**config.mk**
```make
export PLATFORM = sky130hd
export DESIGN_NAME = writeback_stage
export DESIGN_NICKNAME = d
export VERILOG_FILES = /design/src/rtl/riscv_pkg.sv /design/src/rtl/load_extend.sv /design/src/rtl/writeback_stage.sv
export SDC_FILE = /design/constraint.sdc
export NUM_CORES = 1
export LEC_CHECK = 0
export CAP_MARGIN = 20
export CORE_ASPECT_RATIO = 2
export CORE_UTILIZATION = 40
export DETAILED_ROUTE_END_ITERATION = 12
export PLACE_DENSITY_LB_ADDON = 0.08
export SYNTH_ARGS = -nofsm -noshare
export SYNTH_HDL_FRONTEND = slang
export SYNTH_SLANG_ARGS = --single-unit
```
**constraint.sdc**
```tcl
create_clock -name clock -period 10.6 [get_ports clock]
set_input_delay 2.12 -clock clock [delete_from_list [all_inputs] [get_ports clock]]
set_output_delay 2.12 -clock clock [all_outputs]
set_load 0.02 [all_outputs]
```
**src/rtl/riscv_pkg.sv**
```systemverilog
// Shared RV64 constants and the writeback buffer entry type.
// Used by the writeback stage and its load-extension helper.
package riscv_pkg;

  localparam int XLEN       = 64;
  localparam int REG_ADDR_W = 5;

  localparam logic [2:0] LD_B  = 3'b000;
  localparam logic [2:0] LD_H  = 3'b001;
  localparam logic [2:0] LD_W  = 3'b010;
  localparam logic [2:0] LD_D  = 3'b011;
  localparam logic [2:0] LD_BU = 3'b100;
  localparam logic [2:0] LD_HU = 3'b101;
  localparam logic [2:0] LD_WU = 3'b110;

  typedef struct packed {
    logic                  valid;
    logic                  we;
    logic [REG_ADDR_W-1:0] rd;
    logic [XLEN-1:0]       data;
  } wb_entry_t;

endpackage

```
**src/rtl/load_extend.sv**
```systemverilog
// Load alignment and sign/zero extension for RV64 loads out of an 8-byte dword.
// Flags misaligned accesses and the reserved funct3=111 encoding as faults.
module load_extend
  import riscv_pkg::*;
(
  input  logic [XLEN-1:0] rdata,
  input  logic [2:0]      addr_lo,
  input  logic [2:0]      funct3,
  output logic [XLEN-1:0] data,
  output logic            fault
);

  logic [XLEN-1:0] shifted;

  assign shifted = rdata >> {addr_lo, 3'b000};

  // NOTE: every output gets a default first so no path through the case infers a latch.
  always_comb begin
    data  = '0;
    fault = 1'b0;
    unique case (funct3)
      LD_B:  data = {{56{shifted[7]}}, shifted[7:0]};
      LD_BU: data = {56'd0, shifted[7:0]};
      LD_H: begin
        data  = {{48{shifted[15]}}, shifted[15:0]};
        fault = addr_lo[0];
      end
      LD_HU: begin
        data  = {48'd0, shifted[15:0]};
        fault = addr_lo[0];
      end
      LD_W: begin
        data  = {{32{shifted[31]}}, shifted[31:0]};
        fault = (addr_lo[1:0] != 2'b00);
      end
      LD_WU: begin
        data  = {32'd0, shifted[31:0]};
        fault = (addr_lo[1:0] != 2'b00);
      end
      LD_D: begin
        data  = rdata;
        fault = (addr_lo != 3'b000);
      end
      default: fault = 1'b1;
    endcase
  end

endmodule

```
**src/rtl/writeback_stage.sv**
```systemverilog
// MEM/WB stage: selects ALU or load result, buffers up to two pending register writes
// behind a shared write port, and offers youngest-first forwarding to EX.
module writeback_stage
  import riscv_pkg::*;
(
  input  logic                  clock,
  input  logic                  reset,
  input  logic                  in_valid,
  output logic                  in_ready,
  input  logic [REG_ADDR_W-1:0] in_rd,
  input  logic                  in_reg_write,
  input  logic                  in_mem_to_reg,
  input  logic [XLEN-1:0]       in_alu_result,
  input  logic [XLEN-1:0]       in_mem_rdata,
  input  logic [2:0]            in_funct3,
  input  logic                  wb_grant,
  output logic [REG_ADDR_W-1:0] WriteReg,
  output logic [XLEN-1:0]       WriteData,
  output logic                  RegWrite,
  output logic                  load_fault,
  input  logic [REG_ADDR_W-1:0] fwd_query_rd,
  output logic                  fwd_hit,
  output logic [XLEN-1:0]       fwd_data
);

  wb_entry_t             head_q, head_d;
  wb_entry_t             skid_q, skid_d;
  logic [REG_ADDR_W-1:0] last_rd_q, last_rd_d;
  logic [XLEN-1:0]       last_data_q, last_data_d;
  logic                  load_fault_q, load_fault_d;

  logic [XLEN-1:0] ext_data;
  logic            ext_fault;
  logic            fault;
  logic            accept;
  logic            retire;
  wb_entry_t       new_entry;
  wb_entry_t       head_after;
  wb_entry_t       skid_after;

  load_extend u_load_extend (
    .rdata   (in_mem_rdata),
    .addr_lo (in_alu_result[2:0]),
    .funct3  (in_funct3),
    .data    (ext_data),
    .fault   (ext_fault)
  );

  assign in_ready = !skid_q.valid;
  assign accept   = in_valid && in_ready;
  assign fault    = in_mem_to_reg && ext_fault;
  // Entries that never write (rd=x0, faulted) retire without waiting for the port.
  assign retire   = head_q.valid && ((head_q.we && wb_grant) || !head_q.we);

  always_comb begin
    new_entry.valid = 1'b1;
    new_entry.we    = in_reg_write && (in_rd != '0) && !fault;
    new_entry.rd    = in_rd;
    new_entry.data  = in_mem_to_reg ? ext_data : in_alu_result;
  end

  always_comb begin
    head_after   = retire ? skid_q : head_q;
    skid_after   = retire ? wb_entry_t'('0) : skid_q;
    head_d       = head_after;
    skid_d       = skid_after;
    load_fault_d = accept && fault;
    if (accept) begin
      if (!head_after.valid) begin
        head_d = new_entry;
      end else begin
        skid_d = new_entry;
      end
    end
    last_rd_d   = head_q.valid ? head_q.rd   : last_rd_q;
    last_data_d = head_q.valid ? head_q.data : last_data_q;
  end

  // NOTE: sequential state uses non-blocking assignments so all flops update from pre-edge values.
  always_ff @(posedge clock or posedge reset) begin
    if (reset) begin
      head_q       <= '0;
      skid_q       <= '0;
      last_rd_q    <= '0;
      last_data_q  <= '0;
      load_fault_q <= 1'b0;
    end else begin
      head_q       <= head_d;
      skid_q       <= skid_d;
      last_rd_q    <= last_rd_d;
      last_data_q  <= last_data_d;
      load_fault_q <= load_fault_d;
    end
  end

  assign RegWrite   = head_q.valid && head_q.we && wb_grant;
  assign WriteReg   = head_q.valid ? head_q.rd   : last_rd_q;
  assign WriteData  = head_q.valid ? head_q.data : last_data_q;
  assign load_fault = load_fault_q;

  always_comb begin
    fwd_hit  = 1'b0;
    fwd_data = '0;
    if (fwd_query_rd != '0) begin
      if (skid_q.valid && skid_q.we && (skid_q.rd == fwd_query_rd)) begin
        fwd_hit  = 1'b1;
        fwd_data = skid_q.data;
      end else if (head_q.valid && head_q.we && (head_q.rd == fwd_query_rd)) begin
        fwd_hit  = 1'b1;
        fwd_data = head_q.data;
      end
    end
  end

endmodule

```
After elaboration in Yosys (flattened, before gate mapping)
Cells that the tools add are included.
{"block": "totals", "reg_bits": 212, "inputBits": 147, "output_inout_bits": 137, "elab_cells": 61}
{"block": "op_classes", "eq_ne": 8, "shifts": 1, "n_mux": 17, "reduce_logical": 24}
{"operator": "$pmux 64 s7", "n": 1}
{"operator": "$mux 71", "n": 5}
{"operator": "$mux 64", "n": 5}
{"operator": "$mux 70", "n": 1}
{"operator": "$shr 64x6->32", "n": 1}
{"operator": "$logic_and 1x1->1", "n": 12}
{"operator": "$eq 5x5->1", "n": 2}
{"operator": "$reduce_bool 5->1", "n": 2}
{"operator": "$eq 3x3->1 const B", "n": 3}
{"operator": "$eq 3x2->1 const B", "n": 2}
{"operator": "$reduce_or 2->1", "n": 3}
{"operator": "$mux 5", "n": 1}
{"operator": "$pmux 1 s4", "n": 1}
{"operator": "$eq 3x1->1 const B", "n": 1}
{"operator": "$logic_not 1->1", "n": 3}
{"operator": "$logic_not 3->1", "n": 1}
{"operator": "$mux 1", "n": 3}
{"operator": "$reduce_bool 3->1", "n": 1}
{"operator": "$reduce_bool 2->1", "n": 1}
{"operator": "$logic_or 1x1->1", "n": 1}

Depth between registers and ports, before layout
Gate-level depths: netlist of the first run.
{"block": "logic_depth", "depth_word": 8, "depth_mapped": 9, "ltp_nobuf": 5}

Hierarchy
A second synthesis of the first run with hierarchy kept.
{"block": "hier_totals", "cells_unflattened": 1288, "hier_area_um2": 13535.5}
{"mod": "writeback_stage", "n_inst": 1, "cells_per_inst": 961, "area_each_um2": 11010.6, "seq_area_each_um2": 5305.1}
{"mod": "load_extend", "n_inst": 1, "cells_per_inst": 327, "area_each_um2": 2524.9, "seq_area_each_um2": 0.0}

Worst setup path after synthesis of the first run
No wires, ideal clock.
{"block": "synth_timing", "kind": "input -> output", "startpoint": "in fwd_query_rd[4]", "endpoint": "out fwd_data[10]", "arrival_time_ps": 3525, "t_required_ps": 8480, "slack_ps": 4955, "cell_stages": 7, "path_buffers": 2, "path_cell_list": "xor2_1 nor4_1 nand4_1 clkbuf_1 buf_2 mux2i_1 nor2_1"}
{"block": "synth_via", "elab_chain_len": 5, "word_cells_on_any_way": 8, "cone_classes": "2 x eq/ne; 3 x mux; 3 x reduce/logical"}
{"element": "start: declaration", "line": "writeback_stage.sv:21", "rtl": "input logic [REG_ADDR_W-1:0] fwd_query_rd,"}
{"element": "$eq 5x5->1", "line": "writeback_stage.sv:108", "rtl": "end else if (head_q.valid && head_q.we && (head_q.rd == fwd_query_rd)) begin"}
{"element": "$logic_and 1x1->1", "line": "writeback_stage.sv:108"}
{"element": "$mux 64", "line": "writeback_stage.sv:108"}
{"element": "$mux 64", "line": "writeback_stage.sv:105", "rtl": "if (skid_q.valid && skid_q.we && (skid_q.rd == fwd_query_rd)) begin"}
{"element": "$mux 64 (*)", "line": "writeback_stage.sv:104", "rtl": "if (fwd_query_rd != '0) begin"}
{"element": "end: declaration", "line": "writeback_stage.sv:23", "rtl": "output logic [XLEN-1:0] fwd_data"}
Mark *: on every way between the ends. The rest lies on a longest branch, timed or not.

Final worst setup path of the first run
{"block": "layout_timing", "startpoint": "in fwd_query_rd[0]", "endpoint": "out fwd_data[11]"}
The elaborated chain is that of the path after synthesis.

==> impl_metrics.ini, run 1 <==
[status]
status = finished clean

[clock_tree]
clockBufferDepth = 3
clk_pin_slew_worst_paths_ps = 60
cts_resized = 0
numClockSinks = 212
root_buffer = clkbuf_16
holdBufCountCts = 0
cts_buffers = 23
cts_max_level = 1
post_cts_buffers = 0
clkLatencyLatePin_ps = 540
cts_tree = yes

[die]
die_w_um = 132
die_h_um = 262
die_area_um2 = 34600
core_um2 = 33000
fp-row-count = 94
start_util = 0.409
io_pins = 284

[worst_setup_path]
r2r_cells = 6
regToRegSetupSlack_ps = 6930
critical_path_class = primary input to output port
worstPathMaxFanout = 38
cp.arrival_ps = 5280
r2r-start = head_q[70]
start_kind = primary input
crit_required_ps = 8480
reg2reg_to = head_q[19]
endpoint_kind = output port

[cells_and_area]
final_common_cell = clkdlybuf4s50_1
area_growth_pct = 28.4
fin_nets = 1752
utilization = 0.525
drive_above_1_share = 0.161
final_cell_mix = clkdlybuf4s50_1 (280), dfrtp_1 (211), nor2_1 (151), mux2i_1 (119), mux2_2 (118)
final_area_um2 = 17400

[timing]
clock-skew-final_ps = 17.7
fmax_mhz = 135
rsz0062_at_grt = false
hold_ws_ps = 495
finalSetupViolations = 0
post-route-period-util = 0.699
setup_tns_ps = 0
final_hold_viol_count = 0
slew_headroom = 0.258
final.min_clock_period_ps = 7400
drv_slew = 0
tightest_slew_ps = 1110

[global_route]
grt_max_degree = 89
grt_pass1_vias = 12300
grt_use_met1 = 0.337
grt_pass1_wl_um = 76900
grtUsageMet2 = 0.523
met3_usage = 0.0326
top_usage_layer = met2
grtUsageTotal = 0.290
grt_overflow = 0
grt_antenna_before_repair = 6

[hold_path]
worstHoldStart = last_data_q[41]
hold_path_class = register to register
min_path_cells = 1
hold_path_end = last_data_q[41]

[synth]
synth.distinct_cells = 65
avgSynthCellArea_um2 = 9.55
synth_cells = 1415
yosysWarnings = 0
ys_ff_latch = 212
syn_area_um2 = 13500
seq_area_frac_synth = 0.393
synthFlopType = dfrtp_1
synth_fp_nets = 1562
synthArstFlopShare = 1.00
synth_edf_count = 0

[route]
ant_nets = 0
drc_errors = 0
drtIter0Drc = 763
wirelength_um = 50600
vias = 12300
wl_per_cell_um = 24.6
viasPerCell = 5.98
first_pass_iters = 5

[power_and_ir_drop]
p_per_area_nw_per_um2 = 157
ir_drop_v = 0.000133
p_leak_nw = 7.46
power.total_mw = 2.73

[placed_design]
portBuffers = 283
dpl_cell_area_um2 = 16500
hpwlAfterDp_um = 35100
gp_congestion = 0.944

[flow_run]
max-cap-violations = 0
## cell usage after synthesis, types with 6 or more instances
cell | number | area (um2)
o22ai_1 | 22 | 138
and3_1 | 37 | 231
nand2_1 | 110 | 413
mux2_2 | 118 | 1330
nand3_1 | 22 | 110
a211oi_1 | 33 | 248
o21ai_0 | 56 | 280
a31oi_1 | 34 | 213
a221oi_1 | 31 | 272
nor4_1 | 9 | 56.3
a21oi_1 | 22 | 110
nand2b_1 | 6 | 37.5
nor2_1 | 151 | 567
xor2_1 | 6 | 52.6
buf_1 | 9 | 33.8
a31o_2 | 28 | 245
a21o_1 | 9 | 67.6
nand3b_1 | 8 | 60.1
buf_6 | 10 | 113
dfrtp_1 | 212 | 5310
mux2i_1 | 119 | 1190
clkbuf_1 | 90 | 338
o221ai_1 | 23 | 201
nor3_1 | 9 | 45.0
a2bb2oi_1 | 37 | 324
buf_2 | 30 | 150
nor2b_1 | 51 | 319
nor3b_1 | 25 | 188
o21ai_2 | 29 | 254
a221o_1 | 14 | 140
## layer usage
layer,part of all wire,vias up
met2,0.52,439
met4,0.049,2
met5,0.00030,-
met1,0.38,6167
li1,-,5603
met3,0.049,109
## state kept, by name (all words and copies together), names as in the netlist
register / count
head_q: 71
skid_q: 71
last_data_q: 64
last_rd_q: 5
load_fault: 1
## cell families after synthesis
logic type,Yosys count,synth area share
muxes,240,0.191
xor gates and xnor gates,11,0.00713
and+or+nand+nor,443,0.159
DFF,212,0.393
AOI/OAI and AO/OA,363,0.200
buffers and inverters,146,0.0492
## cell type report
type | count | area, um2
fill | 3061 | 15700
multi-input combinational | 1057 | 7620
tap | 432 | 541
clock buffer | 27 | 621
sequential | 212 | 5310
inverter | 5 | 26.3
clock inverter | 15 | 231
timing repair buffer | 306 | 2990
antenna | 5 | 12.5
## worst max-delay path: stages
cell and delay [ps]:
clkdlybuf4s50_1 580, xor2_1 180, nor4_1 70, nand4_1 90
buf_4 450, buf_4 720, mux2i_1 160, nor2_1 210
clkdlybuf4s50_1 640
## through the flow
step                cells  setup slack (ps)
floorplan            1415              2690
global placement     2012              3210
detailed placement   2012              3230
CTS                  2054              3210
global route         2059              3080
finish               2059              3200
## worst max-delay path by stage
stage | cells past startpoint | endpoint | startpoint | slack, ps
5_1_grt | 9 | fwd_data[11] | fwd_query_rd[0] | 3080
3_3_place_gp | 9 | fwd_data[11] | fwd_query_rd[0] | 3210
2_1_floorplan | 1 | head_q[0] | reset | 2690
3_5_place_dp | 9 | fwd_data[11] | fwd_query_rd[0] | 3230
4_1_cts | 9 | fwd_data[11] | fwd_query_rd[0] | 3210
6_report | 9 | fwd_data[11] | fwd_query_rd[0] | 3200
## where the power goes
group / leakage (nW) / total [mW] / switching (mW) / internal (mW)
logic: 4.28 / 0.812 / 0.442 / 0.370
clock network: 0.423 / 0.927 / 0.361 / 0.565
registers: 2.76 / 0.989 / 0.0609 / 0.928
No activity file was read; power rests on OpenSTA's default activity.
==> run 2: changes to the inputs <==
- clock period: 10.6 -> 6 ns (I/O delays scaled with it)
==> run 2 against run 1 <==
Against the previous run:
- sequential share of layout area barely moved
- hold slack hardly changed
- design area rose by 0.14%
- critical path depth shrank 3
- via count is 0.56% higher
- wire length is 2.2% higher
- power up 73%
- clock power rose by 64%
- first-iteration DRC count grew 7.3%
- die area did not move
- clock-buffer cell count is 1 higher
- sequential power grew 77%
==> impl_metrics.ini, run 2 (same netlist as run 1, synthesis figures left out) <==
[route]
vias = 12400
wirelength_um = 51700
drtIter0Drc = 819
drc_errors = 0
ant_nets = 0
first_pass_iters = 6
viasPerCell = 6.02
wl_per_cell_um = 25.1

[timing]
drv_slew = 0
post-route-period-util = 0.898
fmax_mhz = 186
clock-skew-final_ps = 11.0
slew_headroom = 0.263
rsz0062_at_grt = false
final_hold_viol_count = 0
setup_tns_ps = 0
finalSetupViolations = 0
final.min_clock_period_ps = 5390
tightest_slew_ps = 1110

[die]
die_w_um = 132
core_um2 = 33000
fp-row-count = 94
start_util = 0.409
die_h_um = 262
die_area_um2 = 34600
io_pins = 284

[clock_tree]
root_buffer = clkbuf_16
cts_resized = 0
cts_max_level = 1
post_cts_buffers = 0
holdBufCountCts = 0
cts_tree = yes
clkLatencyLatePin_ps = 530
cts_buffers = 22
clockBufferDepth = 3
clk_pin_slew_worst_paths_ps = 70
numClockSinks = 212

[cells_and_area]
utilization = 0.526
area_growth_pct = 28.6
largest_registers = head_q x71, skid_q x71, last_data_q x64
fin_nets = 1753
final_cell_mix = clkdlybuf4s50_1 (280), dfrtp_1 (211), nor2_1 (151), mux2i_1 (119), mux2_2 (118)
final_common_cell = clkdlybuf4s50_1
drive_above_1_share = 0.160

[power_and_ir_drop]
sw_frac_of_total = 0.322
p_switching_mw = 1.52
p_comb_frac = 0.309
power_frac_clock = 0.322
p_per_area_nw_per_um2 = 272
p_leak_nw = 7.44
pwr-share-seq = 0.370
power.total_mw = 4.72
ir_drop_v = 0.000223
p_int_mw = 3.21

[worst_setup_path]
critical_path_class = primary input to output port
slowest_delay_ps = 610
start_kind = primary input
regToRegSetupSlack_ps = 2970
cp.arrival_ps = 4190
cp_slowest_cell = or4_1
endpoint_kind = output port
worstPathMaxFanout = 42
crit_required_ps = 4800
cpMostUsedCell = clkdlybuf4s50_1
path_cells = clkdlybuf4s50_1 -> or4_1 -> o2bb2ai_4 -> buf_4 -> nor2_1 -> clkdlybuf4s50_1

[global_route]
grtUsageTotal = 0.297
grt_max_degree = 99
grt_antenna_before_repair = 4
grt_overflow = 0
grt_pass1_wl_um = 78500
grt_pass1_vias = 12600

[status]
status = finished clean

[placed_design]
gp_congestion = 0.961
portBuffers = 283
hpwlAfterDp_um = 35800

[hold_path]
hold_path_class = register to register

[flow_run]
max-cap-violations = 0
[run 2: worst max-delay path: cells and delay by family]
family	cells	cell delay (ps)
buf+inv	3	1610
simple gates	2	720
compound gates	1	610
[run 2: final timing paths]
kind,start,to,cells past startpoint
worst min-delay path,last_data_q[49],last_data_q[49],1
worst max register to register,skid_q[70],skid_q[35],6
min in group asynchronous,reset,head_q[19],2
max in group asynchronous,reset,last_data_q[43],3
worst max-delay path,fwd_query_rd[1],fwd_data[57],6
worst min register to register,last_data_q[49],last_data_q[49],1
[run 2: area by class of cell]
cell class	count	area (um2)
diodes	4	10.0
clock buffers	28	614
clock inverters	12	170
fillers	3049	15700
inverters	5	22.5
multi-input cells	1057	7620
flip-flops and latches	212	5310
well taps	432	541
repair buffers	308	3090
[run 2: metrics by stage]
stage | hold slack, ps | instance area, um2 | cells | setup WS, ps
4_1_cts | 500 | 17300 | 2053 | 600
3_5_place_dp | 484 | 16600 | 2013 | 605
5_1_grt | 507 | 17400 | 2058 | 442
6_report | 495 | 17400 | 2058 | 613
2_1_floorplan | 485 | 13500 | 1415 | 2040
3_3_place_gp | 480 | 16600 | 2013 | 668
[run 2: power by group through the flow]
stage	Clock (mW)	Combinational [mW]	Sequential, mW
floorplan	0	0.871	1.73
global placement	0	1.45	1.77
CTS	1.55	1.46	1.75
global route	1.60	1.56	1.77
finish	1.52	1.46	1.75
detailed placement	0	1.46	1.78
[run 2: routing by layer]
layer  global-route usage  up-vias  wire length, um
met5                    0        -                0
met4                0.161        0             2650
met3               0.0374      122             2680
met2                0.540      491            27000
met1                0.338     6165            19400
li1                     -     5611                -
==> run 3: changes to the inputs <==
- SETUP_SLACK_MARGIN: not set -> 0.05
==> results of run 3 <==
Final layout, timing and power as in run 2 (identical DEF).
